`src/rtl/dequant_shift_pkg.sv`:
```
// Shared parameter header for the quantization blocks: default widths and
// saturation bounds for the accumulator domain.
package dequant_shift_pkg;

    localparam int DQ_WIDTH_DATA_ADD = 32;
    localparam int DQ_WIDTH_IN       = 16;
    localparam int DQ_CH_NUM         = 16;
    localparam int DQ_SHIFT_W        = 5;

    localparam logic [DQ_WIDTH_DATA_ADD-1:0] SAT_MAX = 32'h7FFF_FFFF;
    localparam logic [DQ_WIDTH_DATA_ADD-1:0] SAT_MIN = 32'h8000_0000;

endpackage

```
`src/rtl/dequant_sat_unit.sv`:
```
// Combinational sign-extend / left-shift / reduce. With DEQUANT_SAT_EN the
// result clamps to the signed output range, otherwise it wraps.
module dequant_sat_unit
    import dequant_shift_pkg::*;
#(
    parameter int WIDTH_DATA_ADD = DQ_WIDTH_DATA_ADD,
    parameter int WIDTH_IN       = DQ_WIDTH_IN,
    parameter int SHIFT_W        = DQ_SHIFT_W
) (
    input  logic [WIDTH_IN-1:0]       data,
    input  logic [SHIFT_W-1:0]        shift,
    output logic [WIDTH_DATA_ADD-1:0] result,
    output logic                      clamped
);

    // Wide enough that any 0..31 shift of the input is exact.
    localparam int WIDE = WIDTH_IN + 31;

    logic [WIDE-1:0] ext;
    logic [WIDE-1:0] shifted;

    assign ext     = {{31{data[WIDTH_IN-1]}}, data};
    assign shifted = $unsigned($signed(ext) <<< shift);

`ifdef DEQUANT_SAT_EN
    localparam logic [WIDTH_DATA_ADD-1:0] MAX_V = {1'b0, {(WIDTH_DATA_ADD-1){1'b1}}};
    localparam logic [WIDTH_DATA_ADD-1:0] MIN_V = {1'b1, {(WIDTH_DATA_ADD-1){1'b0}}};

    logic fits;

    // In range iff every bit above the output sign bit copies it.
    assign fits = (&shifted[WIDE-1:WIDTH_DATA_ADD-1]) | ~(|shifted[WIDE-1:WIDTH_DATA_ADD-1]);

    always_comb begin
        clamped = !fits;
        result  = shifted[WIDTH_DATA_ADD-1:0];
        if (!fits)
            result = shifted[WIDE-1] ? MIN_V : MAX_V;
    end
`else
    logic unused_hi;

    assign unused_hi = ^shifted[WIDE-1:WIDTH_DATA_ADD];
    assign result    = shifted[WIDTH_DATA_ADD-1:0];
    assign clamped   = 1'b0;
`endif

endmodule

```
`src/rtl/dequant_shift.sv`:
```
// Per-channel dequantizing left shift: shift table, channel walk, two-stage
// valid/ready pipeline. Macro DEQUANT_SAT_EN enables clamping and ovf_cnt.
module dequant_shift
    import dequant_shift_pkg::*;
#(
    parameter int WIDTH_DATA_ADD = DQ_WIDTH_DATA_ADD,
    parameter int WIDTH_IN       = DQ_WIDTH_IN,
    parameter int CH_NUM         = DQ_CH_NUM,
    parameter int SHIFT_W        = DQ_SHIFT_W,
    localparam int AW            = $clog2(CH_NUM)
) (
    input  logic                      clk,
    input  logic                      rst,
    input  logic                      cfg_we,
    input  logic [AW-1:0]             cfg_addr,
    input  logic [SHIFT_W-1:0]        cfg_shift,
    input  logic [AW-1:0]             cfg_ch_max,
    input  logic                      in_valid,
    output logic                      in_ready,
    input  logic [WIDTH_IN-1:0]       in_data,
    input  logic                      in_last,
    output logic                      out_valid,
    input  logic                      out_ready,
    output logic [WIDTH_DATA_ADD-1:0] out_data,
    output logic [AW-1:0]             out_ch,
    output logic                      out_last,
    output logic [15:0]               ovf_cnt
);

    logic [SHIFT_W-1:0] tbl [CH_NUM];
    logic [AW-1:0]      ch;

    logic                s1_valid;
    logic [WIDTH_IN-1:0] s1_data;
    logic [SHIFT_W-1:0]  s1_shift;
    logic [AW-1:0]       s1_ch;
    logic                s1_last;

    logic                      s2_adv;
    logic                      s1_adv;
    logic                      accept;
    logic [WIDTH_DATA_ADD-1:0] sat_result;
    logic                      clamped;

    assign s2_adv   = !out_valid || out_ready;
    assign s1_adv   = s1_valid && s2_adv;
    assign in_ready = !rst && (!s1_valid || s2_adv);
    assign accept   = in_valid && in_ready;

    // Table read at acceptance sees the pre-write entry on a same-cycle write.
    always_ff @(posedge clk) begin
        if (rst) begin
            for (int i = 0; i < CH_NUM; i++)
                tbl[i] <= '0;
            ch       <= '0;
            s1_valid <= 1'b0;
            s1_data  <= '0;
            s1_shift <= '0;
            s1_ch    <= '0;
            s1_last  <= 1'b0;
        end else begin
            if (cfg_we)
                tbl[cfg_addr] <= cfg_shift;
            if (accept) begin
                s1_data  <= in_data;
                s1_shift <= tbl[ch];
                s1_ch    <= ch;
                s1_last  <= in_last;
                // >= also folds a counter stranded above a lowered max back to 0
                ch <= (in_last || ch >= cfg_ch_max) ? '0 : ch + 1'b1;
            end
            if (accept)
                s1_valid <= 1'b1;
            else if (s1_adv)
                s1_valid <= 1'b0;
        end
    end

    dequant_sat_unit #(
        .WIDTH_DATA_ADD (WIDTH_DATA_ADD),
        .WIDTH_IN       (WIDTH_IN),
        .SHIFT_W        (SHIFT_W)
    ) u_sat (
        .data    (s1_data),
        .shift   (s1_shift),
        .result  (sat_result),
        .clamped (clamped)
    );

    always_ff @(posedge clk) begin
        if (rst) begin
            out_valid <= 1'b0;
            out_data  <= '0;
            out_ch    <= '0;
            out_last  <= 1'b0;
        end else if (s2_adv) begin
            out_valid <= s1_valid;
            if (s1_valid) begin
                out_data <= sat_result;
                out_ch   <= s1_ch;
                out_last <= s1_last;
            end
        end
    end

`ifdef DEQUANT_SAT_EN
    always_ff @(posedge clk) begin
        if (rst)
            ovf_cnt <= '0;
        else if (s1_adv && clamped && ovf_cnt != 16'hFFFF)
            ovf_cnt <= ovf_cnt + 16'd1;
    end
`else
    logic unused_clamped;

    assign unused_clamped = clamped;
    assign ovf_cnt        = '0;
`endif

endmodule

```
`config.mk`:
```
export PLATFORM = sky130hd
export DESIGN_NAME = dequant_shift
export DESIGN_NICKNAME = d
export VERILOG_FILES = /design/src/rtl/dequant_shift_pkg.sv /design/src/rtl/dequant_sat_unit.sv /design/src/rtl/dequant_shift.sv
export SDC_FILE = /design/constraint.sdc
export NUM_CORES = 1
export LEC_CHECK = 0
export ABC_AREA = 1
export CAP_MARGIN = 25
export CORE_AREA = 2 2 123 137
export CTS_CLUSTER_DIAMETER = 40
export DETAILED_ROUTE_END_ITERATION = 8
export DIE_AREA = 0 0 125 139
export PLACE_DENSITY = 0.8
export SLEW_MARGIN = 5
export SYNTH_ARGS = -nofsm -noshare
export SYNTH_HDL_FRONTEND = slang
export SYNTH_SLANG_ARGS = --single-unit
```
`constraint.sdc`:
```
create_clock -name clk -period 3 [get_ports clk]
set_input_delay 0.45 -clock clk [delete_from_list [all_inputs] [get_ports clk]]
set_output_delay 0.45 -clock clk [all_outputs]
set_load 0.01 [all_outputs]
```
==> results of run 1 <==
## cells by family (layout without fill, tap and decap cells)
logic type | after synthesis | in the layout | synth area share [%]
AND/OR/NAND/NOR | 507 | 507 | 28.7
buffers and inverters | 116 | 160 | 8.21
adder cells (fa/ha/maj) | 5 | 5 | 0.848
flip-flops | 149 | 149 | 51.3
AO/OA/AOI/OAI | 148 | 148 | 10.9
other | 1 | 16 | 0.0508
## how the worst min path moves through the flow
stage / start / end / slack (ns) / depth (start not counted)
CTS: s1_last / s1_last / 0.47 / 2
detailed placement: out_data[7] / out_data[7] / 0.46 / 2
global route: out_data[12] / out_data[12] / 0.49 / 2
floorplan: s1_last / s1_last / 0.44 / 2
global placement: out_data[13] / out_data[13] / 0.45 / 2
finish: s1_last / s1_last / 0.47 / 2
## report_power, final
part / switching, W / total (W) / internal [W]
Sequential: 0.0000568 / 0.00231 / 0.00225
Clock: 0.000863 / 0.00210 / 0.00124
Combinational: 0.000431 / 0.000648 / 0.000217
Total: 0.00135 / 0.00506 / 0.00371
## cell usage after synthesis (all sizes together)
master and n:
nand2 215, nor2 162, nand3 120, edfxtp 80, dfxtp 69, o21ai 68, buf 54, a21oi 49
inv 44, clkbuf 18, o211ai 10, o22ai 10, nor3 7, ha 5, a22oi 4, a31oi 3
nand4 3, a31o 2, conb 1, o21bai 1, o31ai 1
## flip-flops by register name (all words and copies together), names as in the netlist
name and count:
out_valid 1, out_ch 4, tbl 80, s1_shift 5
s1_last 1, ch 4, out_last 1, s1_ch 4
s1_valid 1, s1_data 16, out_data 32
## through the flow
stage	hold slack [ns]	cell area, sq um	power (W)	utilization, %	setup WS (ns)
after floorplan	0.440	7430	0.00280	-	1.36
after global placement	0.452	8070	0.00298	50.2	0.607
after detailed placement	0.459	8070	0.00299	50.2	0.575
after CTS	0.467	8650	0.00507	53.8	0.648
after global routing	0.490	8650	0.00524	53.8	0.584
final	0.465	8650	0.00506	53.8	0.620
## per-layer routing
metal	global-route usage (%)	up-vias	part of all wire, %
li1	-	3166	-
met1	25.3	2903	42
met2	35.2	305	48
met3	4.05	47	6.4
met4	10.8	0	3.4
met5	0	-	0
## area by class of cell
cell class                 instances  area (sq um)  area share [%]
multi-input combinational        676          3040            35.2
timing repair buffer              84           813            9.40
tap                              204           255            2.95
clock buffer                      19           433            5.01
inverter                          44           170            1.97
sequential                       149          3780            43.8
clock inverter                    13           150            1.74
## critical path: cells and delay by family
family / cells / cell delay, ns
buffers and inverters: 4 / 1.15
AND/OR/NAND/NOR: 2 / 0.33
==> metrics.md, run 1 <==
| Metric | Value |
|---|---|
| Remaining routing DRC violations | `0` |
| R2R Path End | `out_data[14]` |
| Slew Viols, Final | `0` |
| Mapped Area | `7380 sq um` |
| RSZ-0062 raised after global routing | `no` |
| Power per cell area | `585 nW/um^2` |
| Grt total ovfl | `0` |
| Flops & latches, synth | `149` |
| Top cells by area, synth | `edfxtp_1, dfxtp_1, nand2_1` |
| Routed wire length | `17.9 mm` |
| Path category of the worst min-delay check | `reg -> reg` |
| Max incr delay on CP | `0.54 ns` |
| Critical-path cell list | `clkdlybuf4s50_1 -> inv_1 -> nand3_1 -> nand2_1 -> inv_2 -> clkdlybuf4s50_1` |
| Most frequent cells in the layout | `nand2_1, nor2_1, nand3_1, edfxtp_1, clkdlybuf4s50_1` |
| FILL cells | `1,476` |
| Avg WL per Cell | `15.1 um` |
| DP Cell Count | `1,157` |
| Clock transition at path regs | `0.06 ns` |
| Via count | `6,421` |
| Synth Instances | `926` |
| H-tree levels | `4` |
| CTS tree | `built` |
| Worst setup startpoint | `out_ready` |
| Cell row count | `49` |
| DR pass1 iterations | `7` |
| Post-CTS Setup Inserts | `0` |
| Ys Warns | `0` |
| Largest net degree at the start of global routing | `44` |
| Worst-Skew Late Latency | `0.43 ns` |
| Initial Util | `45.9%` |
| GPL Wtd Cong | `0.924` |
| Max-Cap Viols | `0` |
| Relative slew slack | `53.1%` |
| Initial antenna violation count | `0` |
| Core area | `16,100 sq um` |
| Vias in the first global route | `6,027` |
| Die area | `17,400 sq um` |
| Avg Vias per Cell | `5.40` |
| IO Pins | `90` |
| ANT nets after route | `0` |
| Post-synth top area cell | `edfxtp_1` |
| Critical Path AT | `1.93 ns` |
| GRT Overall Usage | `20.8%` |
| Clock sinks | `149` |
| Clock Skew | `0.0165 ns` |
| CP startpoint kind | `input port` |
| Post-synthesis sequential area ratio | `51.3%` |
| Maximum clock path buffer count | `2` |
| Die height | `139 um` |
| Critical path type | `in -> out` |
| Final Net Count | `1,012` |
| Critical path endpoint | `in_ready` |
| Fin crit period | `2.38 ns` |
| Fin Setup TNS | `0 ns` |
| # port buffers | `73` |
| Status | `completed` |
| Top-area cell type share of the netlist area | `32.6%` |
| WP data required | `2.55 ns` |
| Worst reg2reg path startpoint | `s1_shift[1]` |
| Die width | `125 um` |
| CTS buffer count | `17` |
| Diode count | `0` |
| Critical Path Slowest Stage Cell | `clkdlybuf4s50_1` |
| Synth unique cells | `32` |
| Commonest non-fill, non-tap cell in the layout | `nand2_1` |
| Max FO, Critical Path | `2` |
| Syn_area_per_cell | `7.97 sq um` |
| Synth-to-Final Area Change | `17.3%` |
| Worst vdd ir | `0.425 mV` |
| PostCTS Resize Cnt | `0` |
| Number of hold buffers added after CTS | `0` |
| Fin crit share | `79.3%` |
| Non-Filler Instances | `1,189` |
| CTS root buffer | `clkbuf_16` |
| R2R cell count | `8` |
| Max Clk Rate | `0.420 GHz` |
| Worst Setup End Kind | `output pin` |
| Detailed Place HPWL | `12.5 mm` |
| Layout cells sized above 1 | `5.79%` |
| Leak | `3.46 nW` |
| R2R setup slack | `1.18 ns` |
| Slew at the pin closest to its max-slew limit | `0.702 ns` |
| Crit-path most repeated cell | `clkdlybuf4s50_1` |
| Endpoints failing setup | `0` |
| Final count of hold timing violations | `0` |
| First-pass GRT wire length | `29.2 mm` |
| DR iter-0 viols | `673` |
No activity file was read; power rests on OpenSTA's default activity.
==> inputs of run 2 (changes only) <==
Settings changed: PLACE_DENSITY 0.8 to 0.83.
Clock period 3 ns to 2 ns, I/O delays scaled along.
==> run 2 against run 1 <==
Combinational power up 59%. Global-route usage grew 0.47 points. Flip-flop and latch count unchanged. Clock power grew 47%. Sequential share of layout area shrank 1.5 points. Power rose by 50%. First-iteration DRC count decreased by 19%. Cell area increased by 3.5%. Clock skew down 0.0059 ns. Register-to-register slack lost 0.80 ns. Critical path type unchanged. Critical endpoint unchanged. Highest routed layer unchanged.
==> metrics.md, run 2 (same netlist as run 1, synthesis figures left out) <==
| Metric | Value |
|---|---|
| RSZ-0062 raised after global routing | `no` |
| Routed wire length | `18.3 mm` |
| IO Pins | `90` |
| ANT nets after route | `0` |
| Top flop regs | `tbl (80), out_data (32), s1_data (16)` |
| Relative slew slack | `57.4%` |
| Critical Path AT | `1.64 ns` |
| Setup WS post-layout | `0.0638 ns` |
| Endpoints failing setup | `0` |
| Clock transition at path regs | `0.06 ns` |
| CTS tree | `built` |
| Number of hold buffers added after CTS | `0` |
| Via count | `6,573` |
| Remaining routing DRC violations | `0` |
| Worst Setup End Kind | `output pin` |
| Initial antenna violation count | `0` |
| PostCTS Resize Cnt | `0` |
| GPL Wtd Cong | `0.896` |
| Largest net degree at the start of global routing | `47` |
| WP data required | `1.70 ns` |
| Leak | `3.64 nW` |
| Critical-path cell list | `clkdlybuf4s50_1 -> inv_1 -> nand3_1 -> nand2_1 -> inv_2 -> clkdlybuf4s50_1` |
| Final Net Count | `1,046` |
| Detailed Place HPWL | `13.0 mm` |
| Worst-Skew Late Latency | `0.43 ns` |
| Fin crit period | `1.94 ns` |
| Max FO, Critical Path | `2` |
| DR pass1 iterations | `6` |
| Slew at the pin closest to its max-slew limit | `0.638 ns` |
| Most frequent cells in the layout | `nand2_1, nor2_1, nand3_1, edfxtp_1, clkdlybuf4s50_1` |
| Vias in the first global route | `6,333` |
| Worst vdd ir | `0.586 mV` |
| Initial Util | `45.9%` |
| Critical path type | `in -> out` |
| Critical Path Slowest Stage Cell | `clkdlybuf4s50_1` |
| Avg WL per Cell | `15.0 um` |
| Hold Slack | `0.425 ns` |
| Grt total ovfl | `0` |
| GRT Overall Usage | `21.3%` |
| Max-Cap Viols | `0` |
| Total power | `0.00758 W` |
| Die area | `17,400 sq um` |
| Synth-to-Final Area Change | `21.4%` |
| Avg Vias per Cell | `5.37` |
| Max Clk Rate | `0.516 GHz` |
| H-tree levels | `4` |
| Clock sinks | `149` |
| Post-CTS Setup Inserts | `0` |
| Setup slack after placement | `0.0612 ns` |
| CTS root buffer | `clkbuf_16` |
| Core area | `16,100 sq um` |
| Fin Setup TNS | `0 ns` |
| Fin crit share | `96.8%` |
| DR iter-0 viols | `546` |
| CTS buffer count | `17` |
| Slew Viols, Final | `0` |
| Biggest register | `tbl` |
| Path category of the worst min-delay check | `in -> reg` |
| Commonest non-fill, non-tap cell in the layout | `nand2_1` |
| Crit-path most repeated cell | `clkdlybuf4s50_1` |
| Status | `completed` |
| Maximum clock path buffer count | `2` |
| Die height | `139 um` |
| Layout cells sized above 1 | `9.03%` |
| CP startpoint kind | `input port` |
| # port buffers | `73` |
| Power per cell area | `846 nW/um^2` |
| Max reg flops | `80` |
| Diode count | `0` |
| Die width | `125 um` |
| Clock Skew | `0.0106 ns` |
| First-pass GRT wire length | `30.1 mm` |
| Final count of hold timing violations | `0` |
| Cell row count | `49` |
| Max incr delay on CP | `0.53 ns` |
run 2: cell types whose count changed in the layout (fill, tap and decap cells not counted):
cell | before | now
buf_4 | 11 | 40
buf_12 | 0 | 5
inv_6 | 1 | 4
clkbuf_1 | 2 | 0
clkinvlp_4 | 2 | 0
bufinv_16 | 2 | 1
clkinv_1 | 1 | 2
clkinv_2 | 1 | 0
clkinvlp_2 | 0 | 1
inv_8 | 2 | 3
run 2: per-stage QoR:
step	util (%)	cell area (sq um)	std cells
6_report	55.7	8950	1223
2_1_floorplan	-	7430	941
3_3_place_gp	52.2	8380	1191
5_1_grt	55.7	8950	1223
3_5_place_dp	52.2	8380	1191
4_1_cts	55.7	8950	1223
run 2: final cells by class:
type,count,area (sq um)
inverters,44,170
flip-flops and latches,149,3780
clock buffers,17,425
clock inverters,15,146
multi-input cells,676,3040
well taps,204,255
fillers,1455,7110
repair buffers,118,1130
run 2: path summary, 6_finish.rpt:
path              slack [ns]         from  cells after the start          end
hold reg to reg         0.46  out_data[6]                      2  out_data[6]
setup reg to reg        0.38        ch[0]                      7  s1_shift[2]
hold / removal          0.43   in_data[4]                      3   s1_data[4]
setup / recovery        0.06    out_ready                      6     in_ready
run 2: power by group:
group	switching [W]	leakage (nW)	internal [W]	total [W]
registers	0.0000752	1.33	0.00338	0.00345
logic	0.000669	2.04	0.000363	0.00103
clock network	0.00135	0.280	0.00175	0.00309
run 2: layer usage:
metal | share of wire [%] | global-route usage, % | vias to the layer above
met5 | 0 | 0 | -
met4 | 3.6 | 9.53 | 0
met3 | 5.4 | 3.82 | 55
met2 | 50 | 37.7 | 261
met1 | 41 | 25.3 | 3015
li1 | - | - | 3242
run 2: critical path, delay by kind of cell:
kind | cells | cell delay (ns)
buffers and inverters | 4 | 1.14
AND/OR/NAND/NOR | 2 | 0.20
